File: src/rtl/shift_pipe_stage_pkg.sv
// Shared shifter constants: op encodings, datapath widths, result bundle and
// the shifted-out-bit detector used by the pipe stage and the ALU decoder.
package shift_pipe_stage_pkg;

  localparam int unsigned DATA_W = 32;
  localparam int unsigned AMT_W  = 5;

  typedef enum logic [1:0] {
    OP_PASS = 2'b00,
    OP_SLL  = 2'b01,
    OP_SRA  = 2'b10,
    OP_SRL  = 2'b11
  } shift_op_e;

  typedef struct packed {
    logic [DATA_W-1:0] res;
    logic              zero;
    logic              neg;
    logic              lost;
  } shift_res_t;

  // Masks select the top n bits (SLL) or bottom n bits (SRL); n = 0 gives an empty mask.
  function automatic logic shift_lost(shift_op_e op, logic [DATA_W-1:0] a, logic [AMT_W-1:0] n);
    logic [DATA_W-1:0] mask;
    mask = '0;
    case (op)
      OP_SLL:  mask = ~({DATA_W{1'b1}} >> n);
      OP_SRL:  mask = ~({DATA_W{1'b1}} << n);
      default: mask = '0;
    endcase
    return |(a & mask);
  endfunction

endpackage

File: src/rtl/shift_pipe_stage_if.sv
// Request/result handshake bundle for the shift pipe stage.
// master = producer/consumer side, slave = the stage itself.
interface shift_pipe_stage_if;
  import shift_pipe_stage_pkg::*;

  logic              in_valid;
  logic              in_ready;
  logic [DATA_W-1:0] in_a;
  logic [DATA_W-1:0] in_b;
  logic [1:0]        in_op;
  logic              out_valid;
  logic              out_ready;
  logic [DATA_W-1:0] out_res;
  logic              out_zero;
  logic              out_neg;
  logic              out_lost;

  modport master (
    output in_valid, in_a, in_b, in_op, out_ready,
    input  in_ready, out_valid, out_res, out_zero, out_neg, out_lost
  );

  modport slave (
    input  in_valid, in_a, in_b, in_op, out_ready,
    output in_ready, out_valid, out_res, out_zero, out_neg, out_lost
  );

endinterface

File: src/rtl/shift_pipe_stage_shifter.sv
// Combinational barrel shifter; {ctl1,ctl0} selects pass/SLL/SRA/SRL.
module Shifter
  import shift_pipe_stage_pkg::*;
(
  input  logic [DATA_W-1:0] a_i,
  input  logic [DATA_W-1:0] b_i,
  input  logic              ctl0_i,
  input  logic              ctl1_i,
  output logic [DATA_W-1:0] y_o
);

  always_comb begin
    y_o = a_i;
    case (shift_op_e'({ctl1_i, ctl0_i}))
      OP_SLL:  y_o = a_i << b_i;
      OP_SRA:  y_o = $signed(a_i) >>> b_i;
      OP_SRL:  y_o = a_i >> b_i;
      default: y_o = a_i;
    endcase
  end

endmodule

File: src/rtl/shift_pipe_stage.sv
// Two-register shift pipeline: S1 holds operands, S2 holds the shifted result
// and flags, with valid/ready flow control on both sides.
module shift_pipe_stage
  import shift_pipe_stage_pkg::*;
#(
  parameter int unsigned CNT_W = 16
) (
  input  logic              clk,
  input  logic              reset,
  shift_pipe_stage_if.slave bus,
  output logic [CNT_W-1:0]  done_cnt
);

  logic              s1_valid_q, s1_valid_d;
  logic [DATA_W-1:0] s1_a_q, s1_a_d;
  logic [AMT_W-1:0]  s1_amt_q, s1_amt_d;
  shift_op_e         s1_op_q, s1_op_d;
  logic              s2_valid_q, s2_valid_d;
  shift_res_t        s2_q, s2_d;
  logic [CNT_W-1:0]  cnt_q, cnt_d;

  logic              s2_take, s2_load, in_ready_w, accept;
  logic [1:0]        op_bits;
  logic [DATA_W-1:0] shift_y;
  logic              unused_b_hi;

  assign unused_b_hi = ^bus.in_b[DATA_W-1:AMT_W];

  assign s2_take    = s2_valid_q & bus.out_ready;
  assign s2_load    = s1_valid_q & (~s2_valid_q | s2_take);
  assign in_ready_w = ~s1_valid_q | s2_load;
  assign accept     = bus.in_valid & in_ready_w;
  assign op_bits    = s1_op_q;

  Shifter u_shifter (
    .a_i    (s1_a_q),
    .b_i    ({{(DATA_W-AMT_W){1'b0}}, s1_amt_q}),
    .ctl0_i (op_bits[0]),
    .ctl1_i (op_bits[1]),
    .y_o    (shift_y)
  );

  always_comb begin
    s1_valid_d = s1_valid_q;
    s1_a_d     = s1_a_q;
    s1_amt_d   = s1_amt_q;
    s1_op_d    = s1_op_q;
    if (accept) begin
      s1_valid_d = 1'b1;
      s1_a_d     = bus.in_a;
      s1_amt_d   = bus.in_b[AMT_W-1:0];
      s1_op_d    = shift_op_e'(bus.in_op);
    end else if (s2_load) begin
      s1_valid_d = 1'b0;
    end

    s2_valid_d = s2_valid_q;
    s2_d       = s2_q;
    if (s2_load) begin
      s2_valid_d = 1'b1;
      s2_d.res   = shift_y;
      s2_d.zero  = (shift_y == '0);
      s2_d.neg   = shift_y[DATA_W-1];
      s2_d.lost  = shift_lost(s1_op_q, s1_a_q, s1_amt_q);
    end else if (s2_take) begin
      s2_valid_d = 1'b0;
    end

    cnt_d = cnt_q;
    if (s2_take) cnt_d = cnt_q + CNT_W'(1);
  end

  always_ff @(posedge clk or posedge reset) begin
    if (reset) begin
      s1_valid_q <= 1'b0;
      s1_a_q     <= '0;
      s1_amt_q   <= '0;
      s1_op_q    <= OP_PASS;
      s2_valid_q <= 1'b0;
      s2_q       <= '{res: '0, zero: 1'b1, neg: 1'b0, lost: 1'b0};
      cnt_q      <= '0;
    end else begin
      s1_valid_q <= s1_valid_d;
      s1_a_q     <= s1_a_d;
      s1_amt_q   <= s1_amt_d;
      s1_op_q    <= s1_op_d;
      s2_valid_q <= s2_valid_d;
      s2_q       <= s2_d;
      cnt_q      <= cnt_d;
    end
  end

  assign bus.in_ready  = in_ready_w;
  assign bus.out_valid = s2_valid_q;
  assign bus.out_res   = s2_q.res;
  assign bus.out_zero  = s2_q.zero;
  assign bus.out_neg   = s2_q.neg;
  assign bus.out_lost  = s2_q.lost;
  assign done_cnt      = cnt_q;

endmodule

File: src/flat_wrapper.sv
// flat-port wrapper written by rule: the top's interface ports become plain ports
module shift_pipe_stage_flat import shift_pipe_stage_pkg::*;
#(
  parameter int unsigned CNT_W = 16
)
  (clk, reset, done_cnt, bus_in_valid, bus_in_a, bus_in_b, bus_in_op, bus_out_ready, bus_in_ready, bus_out_valid, bus_out_res, bus_out_zero, bus_out_neg, bus_out_lost);
  shift_pipe_stage_if bus_i ();
  input  logic clk;
  input  logic reset;
  output logic [CNT_W-1:0] done_cnt;
  input wire logic [$bits(bus_i.in_valid)-1:0] bus_in_valid;
  input wire logic [$bits(bus_i.in_a)-1:0] bus_in_a;
  input wire logic [$bits(bus_i.in_b)-1:0] bus_in_b;
  input wire logic [$bits(bus_i.in_op)-1:0] bus_in_op;
  input wire logic [$bits(bus_i.out_ready)-1:0] bus_out_ready;
  output wire logic [$bits(bus_i.in_ready)-1:0] bus_in_ready;
  output wire logic [$bits(bus_i.out_valid)-1:0] bus_out_valid;
  output wire logic [$bits(bus_i.out_res)-1:0] bus_out_res;
  output wire logic [$bits(bus_i.out_zero)-1:0] bus_out_zero;
  output wire logic [$bits(bus_i.out_neg)-1:0] bus_out_neg;
  output wire logic [$bits(bus_i.out_lost)-1:0] bus_out_lost;
  assign bus_i.in_valid = bus_in_valid;
  assign bus_i.in_a = bus_in_a;
  assign bus_i.in_b = bus_in_b;
  assign bus_i.in_op = bus_in_op;
  assign bus_i.out_ready = bus_out_ready;
  assign bus_in_ready = bus_i.in_ready;
  assign bus_out_valid = bus_i.out_valid;
  assign bus_out_res = bus_i.out_res;
  assign bus_out_zero = bus_i.out_zero;
  assign bus_out_neg = bus_i.out_neg;
  assign bus_out_lost = bus_i.out_lost;
  shift_pipe_stage #(.CNT_W(CNT_W)) u_core (.clk(clk), .reset(reset), .bus(bus_i), .done_cnt(done_cnt));
endmodule
File: config.mk
export PLATFORM = sky130hd
export DESIGN_NAME = shift_pipe_stage_flat
export DESIGN_NICKNAME = d
export VERILOG_FILES = /design/src/rtl/shift_pipe_stage_pkg.sv /design/src/rtl/shift_pipe_stage_if.sv /design/src/rtl/shift_pipe_stage_shifter.sv /design/src/rtl/shift_pipe_stage.sv /design/src/flat_wrapper.sv
export SDC_FILE = /design/constraint.sdc
export NUM_CORES = 1
export LEC_CHECK = 0
export BUFFER_PORTS_ARGS = -buffer_cell sky130_fd_sc_hd__buf_4
export CAP_MARGIN = 10
export CORE_AREA = 2 2 193 138
export CTS_CLUSTER_SIZE = 30
export DETAILED_ROUTE_END_ITERATION = 6
export DIE_AREA = 0 0 195 140
export HOLD_SLACK_MARGIN = 0.06
export PLACE_DENSITY = 0.61
export RECOVER_POWER = 25
export SLEW_MARGIN = 30
export SYNTH_ARGS = -nofsm -noshare
export SYNTH_HDL_FRONTEND = slang
export SYNTH_HIERARCHICAL = 1
export SYNTH_SLANG_ARGS = --single-unit
File: constraint.sdc
create_clock -name clk -period 5.05 [get_ports clk]
set_clock_uncertainty 0.15 [all_clocks]
set_input_delay 0.505 -clock clk [delete_from_list [all_inputs] [get_ports clk]]
set_output_delay 0.505 -clock clk [all_outputs]
set_load 0.03 [all_outputs]
* After elaboration in Yosys (flattened, before gate mapping)
Index checks and enable logic that the tools add are counted.
Storage, ports and cells: register bits after elaboration 92, bits in read-only memories 0, memories kept 0, output and inout port bits 53, bits in writable memories 0, bits in latches 0
Cells by class: div/mod/pow operators 0, $mul 0, multiplexer cells 7, equality and inequality tests 3, $add $sub $neg 1, reductions and logical operators 4, $lt $le $gt $ge 0, shift-type cells 5, bitwise gates (word level) 10
Operators with widths (count):
- 32-bit case mux with 3 select lines | 1
- 32-bit NOT | 2
- 32-bit case mux with 2 select lines | 1
- 32-bit bitwise AND | 1
- 32-bit logical NOT | 1
- 32-bit two-way mux | 1
- 32-bit OR reduction | 1
- 32-bit by 5-bit left shift with 32-bit output | 1
- 32-bit by 5-bit left shift with 32-bit output (first input constant) | 1
- 32-bit by 5-bit >> shifter with 32-bit output | 1
- 32-bit by 5-bit >> shifter with 32-bit output (first input constant) | 1
- 32-bit by 5-bit >>> shifter with 32-bit output | 1
- 16-bit by 1-bit adder with 16-bit output (second input constant) | 1
- 2-bit equality test (second input constant) | 2
- 1-bit two-way mux | 4
- 2-bit nonzero test | 2
- 1-bit bitwise AND | 3
- 2-bit by 1-bit equality test with 1-bit output (second input constant) | 1
- 1-bit NOT | 2
- 1-bit bitwise OR | 2

* Logic depth before layout (Yosys ltp)
depth after elaboration 6, mapped depth 14, gate-level depth less buffers 9

* Hierarchy
Netlist, hierarchy kept.
By module, submodules not included:
- Shifter | cells an instance 716, area an instance 5611.6 µm², sequential area each 0.0 µm², instances 1
- shift_pipe_stage | cells an instance 396, area an instance 4451.8 µm², sequential area each 2278.4 µm², instances 1

* Worst setup path after synthesis
No wires, ideal clock.
path kind flip-flop to flip-flop, from register u_core.s1_amt_q[0], to register u_core.s2_q, in the netlist u_core/bus.out_zero, period minus slack after synthesis 3.038 ns, setup slack 2.012 ns, stages on the path, launching flop included 12, path buffers 2, arrival 2.797 ns, cell sequence dfrtp_1 > buf_6 > buf_6 > mux2_4 > a22o_1 > or2_2 > a211oi_1 > a211oi_1 > o32a_1 > nor4_1 > nand4_1 > o31ai_1
Between the ends: word-level cells in the longest chain between the ends 3, elaborated cells between the ends (all ways) 5, those cells by class shift (3); mux (1); reduce/logical (1)
Ends and longest elaborated chain:
- start, declared | line shift_pipe_stage.sv:16 | logic [AMT_W-1:0] s1_amt_q, s1_amt_d;
- start signal, assigned | line shift_pipe_stage.sv:85 | s1_amt_q <= s1_amt_d;
- 32-bit by 5-bit >> shifter with 32-bit output (tied with other cells) | line shift_pipe_stage_shifter.sv:17 | OP_SRL: y_o = a_i >> b_i;
- 32-bit case mux with 3 select lines * | line shift_pipe_stage_shifter.sv:14 | case (shift_op_e'({ctl1_i, ctl0_i}))
- named net u_core.shift_y[8] | line shift_pipe_stage.sv:24 | logic [DATA_W-1:0] shift_y;
- 32-bit logical NOT * | line shift_pipe_stage.sv:62 | s2_d.zero = (shift_y == '0);
- end signal, assigned | line shift_pipe_stage.sv:80 | s2_q <= '{res: '0, zero: 1'b1, neg: 1'b0, lost: 1'b0};
- end, declared | line shift_pipe_stage.sv:19 | shift_res_t s2_q, s2_d;
Mark *: on every way through the listed nets, which the timed path passes. The rest lies on a longest branch. A chain may end at the register's enable or synchronous reset.

* Worst setup path in the final report
from register u_core.s1_amt_q[1], to register u_core.s2_q, in the netlist u_core/bus.out_zero
The elaborated chain is that of the path after synthesis.

==> impl_metrics.tcl <==
set metrics [dict create \
    synth-simple-area-share_pct 17.6 \
    postPlaceCellArea_sq_mm 0.0111 \
    wl_per_cell_microns 30.8 \
    drive_above_1_share_pct 28.9 \
    cap_violations 1 \
    synth_top_cell_by_area "dfrtp_1" \
    yosysWarnings 6 \
    io_buffers 95 \
    start_util_pct 39.6 \
    powerDensity_mw_per_mm2 381 \
    end_kind "register" \
    ys_seq_area_share_pct 22.6 \
    place_ws_ps 983 \
    synth_mux_area_share_pct 31.5 \
    post_cts_buffers 0 \
    cts-root-buf "clkbuf_16" \
    period_share_pct 84.5 \
    area_growth_syn_to_layout_pct 13.0 \
    r2r_slack_ps 780 \
    final_cell_mix "buf_4, nand2_1, mux2_2, dfrtp_1, nor2_1" \
    slew_violations 60 \
    hold_viol 0 \
    die-area_sq_mm 0.0273 \
    cts_buffers 9 \
    synth_flop_cell "dfrtp_1" \
    timing.rr.end "u_core/bus.out_zero$_DFFE_PP1P_" \
    path_class "reg2reg" \
    grt_overflow 0 \
    num_rows 49 \
    synth_compound_area_share_pct 20.3 \
    fin_crit_ps 4270 \
    relSlewSlack_pct -76.6 \
    antenna_found_initial 1 \
    grt_max_degree 66 \
    rsz0062_at_grt "no" \
    cts-resized-gates 0 \
    regToRegStartpoint "u_core/s1_amt_q[1]$_DFFE_PP0P_" \
    cts_buffer_depth 2 \
    synth_edf_count 0 \
    hold_path_depth 2 \
    violations "capacitance limit, slew limit" \
    hold_buffers 0 \
    cp_max_fo 65 \
    firstDrtPassIters 6 \
    avgSynthCellArea_sq_um 9.05 \
    yosys.area_share.xor_xnor_pct 1.31 \
    clock_sinks 91 \
    vias 10765 \
    route.detailed.drc 0 \
    worstPathRequired_ps 5180 \
    syn_inst 1112 \
    clk_pin_slew_ps 70 \
    tns_ps 0 \
    synth_top_area_share_pct 22.4 \
    min_to "u_core/s1_a_q[2]$_DFFE_PP0P_" \
    die_w_microns 195 \
    setup_violations 0 \
    cellLeakagePower_nw 4.52 \
    synth_area_leaders "dfrtp_1, mux4_2, mux2_2" \
    async_reset_ff_share_pct 100 \
    hpwl_mm 33.0 \
    cts_max_level 3 \
    worstMarginPinSlew_ps 2640 \
    critPathArrivalTime_ps 4400 \
    finish.utilization_pct 44.8 \
    antenna_left 0 \
    fmax_mhz 234 \
    reg2regPathDepth 9 \
    vdd_drop_max_uv 383 \
    gp_congestion 1.06 \
    ys_ff_latch 91 \
    drt_iter0_drc 1744 \
    grt_pass1_wl_mm 68.4 \
    insertion_delay_ps 370 \
    fin_nets 1245 \
    syn_area_sq_mm 0.0101 \
    grt_pass1_vias 9658 \
    cp-start-kind "register" \
    routed_via_density 7.12 \
    totalWireLength_mm 46.5 \
    synth_top_family_by_area "multiplexers" \
    grt.total_usage_pct 34.0 \
    cts_tree "yes" \
    hp-class "in2reg" \
    design_area_sq_mm 0.0114 \
    layout_commonest_cell "buf_4" \
    hp-start "bus_in_a[2]" \
    fin_ws_ps 784 \
    ys_types 85 \
    core_sq_mm 0.0254 \
    status "finished, violations left" \
    die_y_microns 140 \
    synthAdderAreaFrac_pct 0.124 \
    io_pins 123 \
]
==> registers in the layout (all words and copies together), names as in the netlist <==
| register | count |
|---|---|
| u_core/s1_amt_q | 5 |
| u_core/s1_a_q | 32 |
| u_core/bus.out_lost | 1 |
| u_core/bus.out_res | 32 |
| u_core/s1_valid_q | 1 |
| u_core/bus.out_valid | 1 |
| u_core/bus.out_zero | 1 |
| u_core/done_cnt | 16 |
| u_core/op_bits | 2 |
==> how the worst max path moves through the flow <==
stage | endpoint | start | slack, ps
4_1_cts | u_core/bus.out_zero$_DFFE_PP1P_ | u_core/s1_amt_q[1]$_DFFE_PP0P_ | 950
2_1_floorplan | u_core/bus.out_zero$_DFFE_PP1P_ | u_core/s1_amt_q[0]$_DFFE_PP0P_ | 2010
3_3_place_gp | u_core/bus.out_zero$_DFFE_PP1P_ | u_core/s1_amt_q[1]$_DFFE_PP0P_ | 980
3_5_place_dp | u_core/bus.out_zero$_DFFE_PP1P_ | u_core/s1_amt_q[1]$_DFFE_PP0P_ | 980
5_1_grt | u_core/bus.out_zero$_DFFE_PP1P_ | u_core/s1_amt_q[1]$_DFFE_PP0P_ | 670
6_report | u_core/bus.out_zero$_DFFE_PP1P_ | u_core/s1_amt_q[1]$_DFFE_PP0P_ | 780
==> power by group <==
part           leakage, nW  switching, mW  internal [mW]
logic                 3.27           1.40          0.975
registers             1.11          0.351          0.880
clock network        0.142          0.333          0.391
==> per-stage QoR <==
stage | total power [mW] | hold slack (ps) | cells
final | 4.33 | 206 | 1511
after global routing | 4.50 | 197 | 1510
after CTS | 4.25 | 140 | 1510
after detailed placement | 3.51 | 320 | 1494
after global placement | 3.52 | 315 | 1494
after floorplan | 2.69 | 330 | 1150
==> critical path, stage by stage, from the launching register on <==
cell and delay (ps):
dfrtp_4 1030, inv_1 440, a22o_1 380, a21oi_1 610, o31ai_1 170, a221o_1 330, o32a_1 320, nor4_1 280
nand4_1 200, o31ai_1 240
==> cells in the mapped netlist, drive strengths merged, types with 6 or more instances <==
master	instances
a311oi	7
a2111oi	7
clkbuf	65
xnor2	11
o211ai	12
nor3	23
a21oi	47
nor4	25
mux2	99
inv	13
or2	9
a41oi	7
mux2i	51
a211oi	12
nand3	42
a31oi	25
a21o	10
a221oi	10
o31ai	9
and2	6
nand2b	15
buf	57
nand4	16
nor2b	8
dfrtp	90
nand2	99
o21ai	62
or3	9
o22ai	10
mux4	67
a22oi	7
and3	14
nor2	76
==> per-layer routing <==
layer  wire (microns)  GRT usage [%]  share of wire (%)
met1            19500           50.5                 42
met2            18500           45.7                 40
met3             6950           11.9                 15
met4             1600           10.5                3.4
met5                0              0                  0
==> cells by family (layout without fill, tap and decap cells) <==
kind of cell             after synthesis  in the layout
AND/OR/NAND/NOR                      357            357
XOR/XNOR                              15             15
other                                  1             40
flip-flops                            91             91
buffers and inverters                135            164
adder cells (fa/ha/maj)                1              1
multiplexers                         217            217
AO/OA/AOI/OAI                        295            295
==> layout make-up <==
type	instances	area [sq um]
Antenna cell	1	2.50
Tap cell	331	414
Fill cell	2556	14000
Clock buffer	10	229
Sequential cell	91	2290
Multi-Input combinational cell	924	7290
Inverter	13	50.0
Timing Repair Buffer	135	1030
Clock inverter	6	73.8
Note: power is estimated with default switching activity, not from simulation.
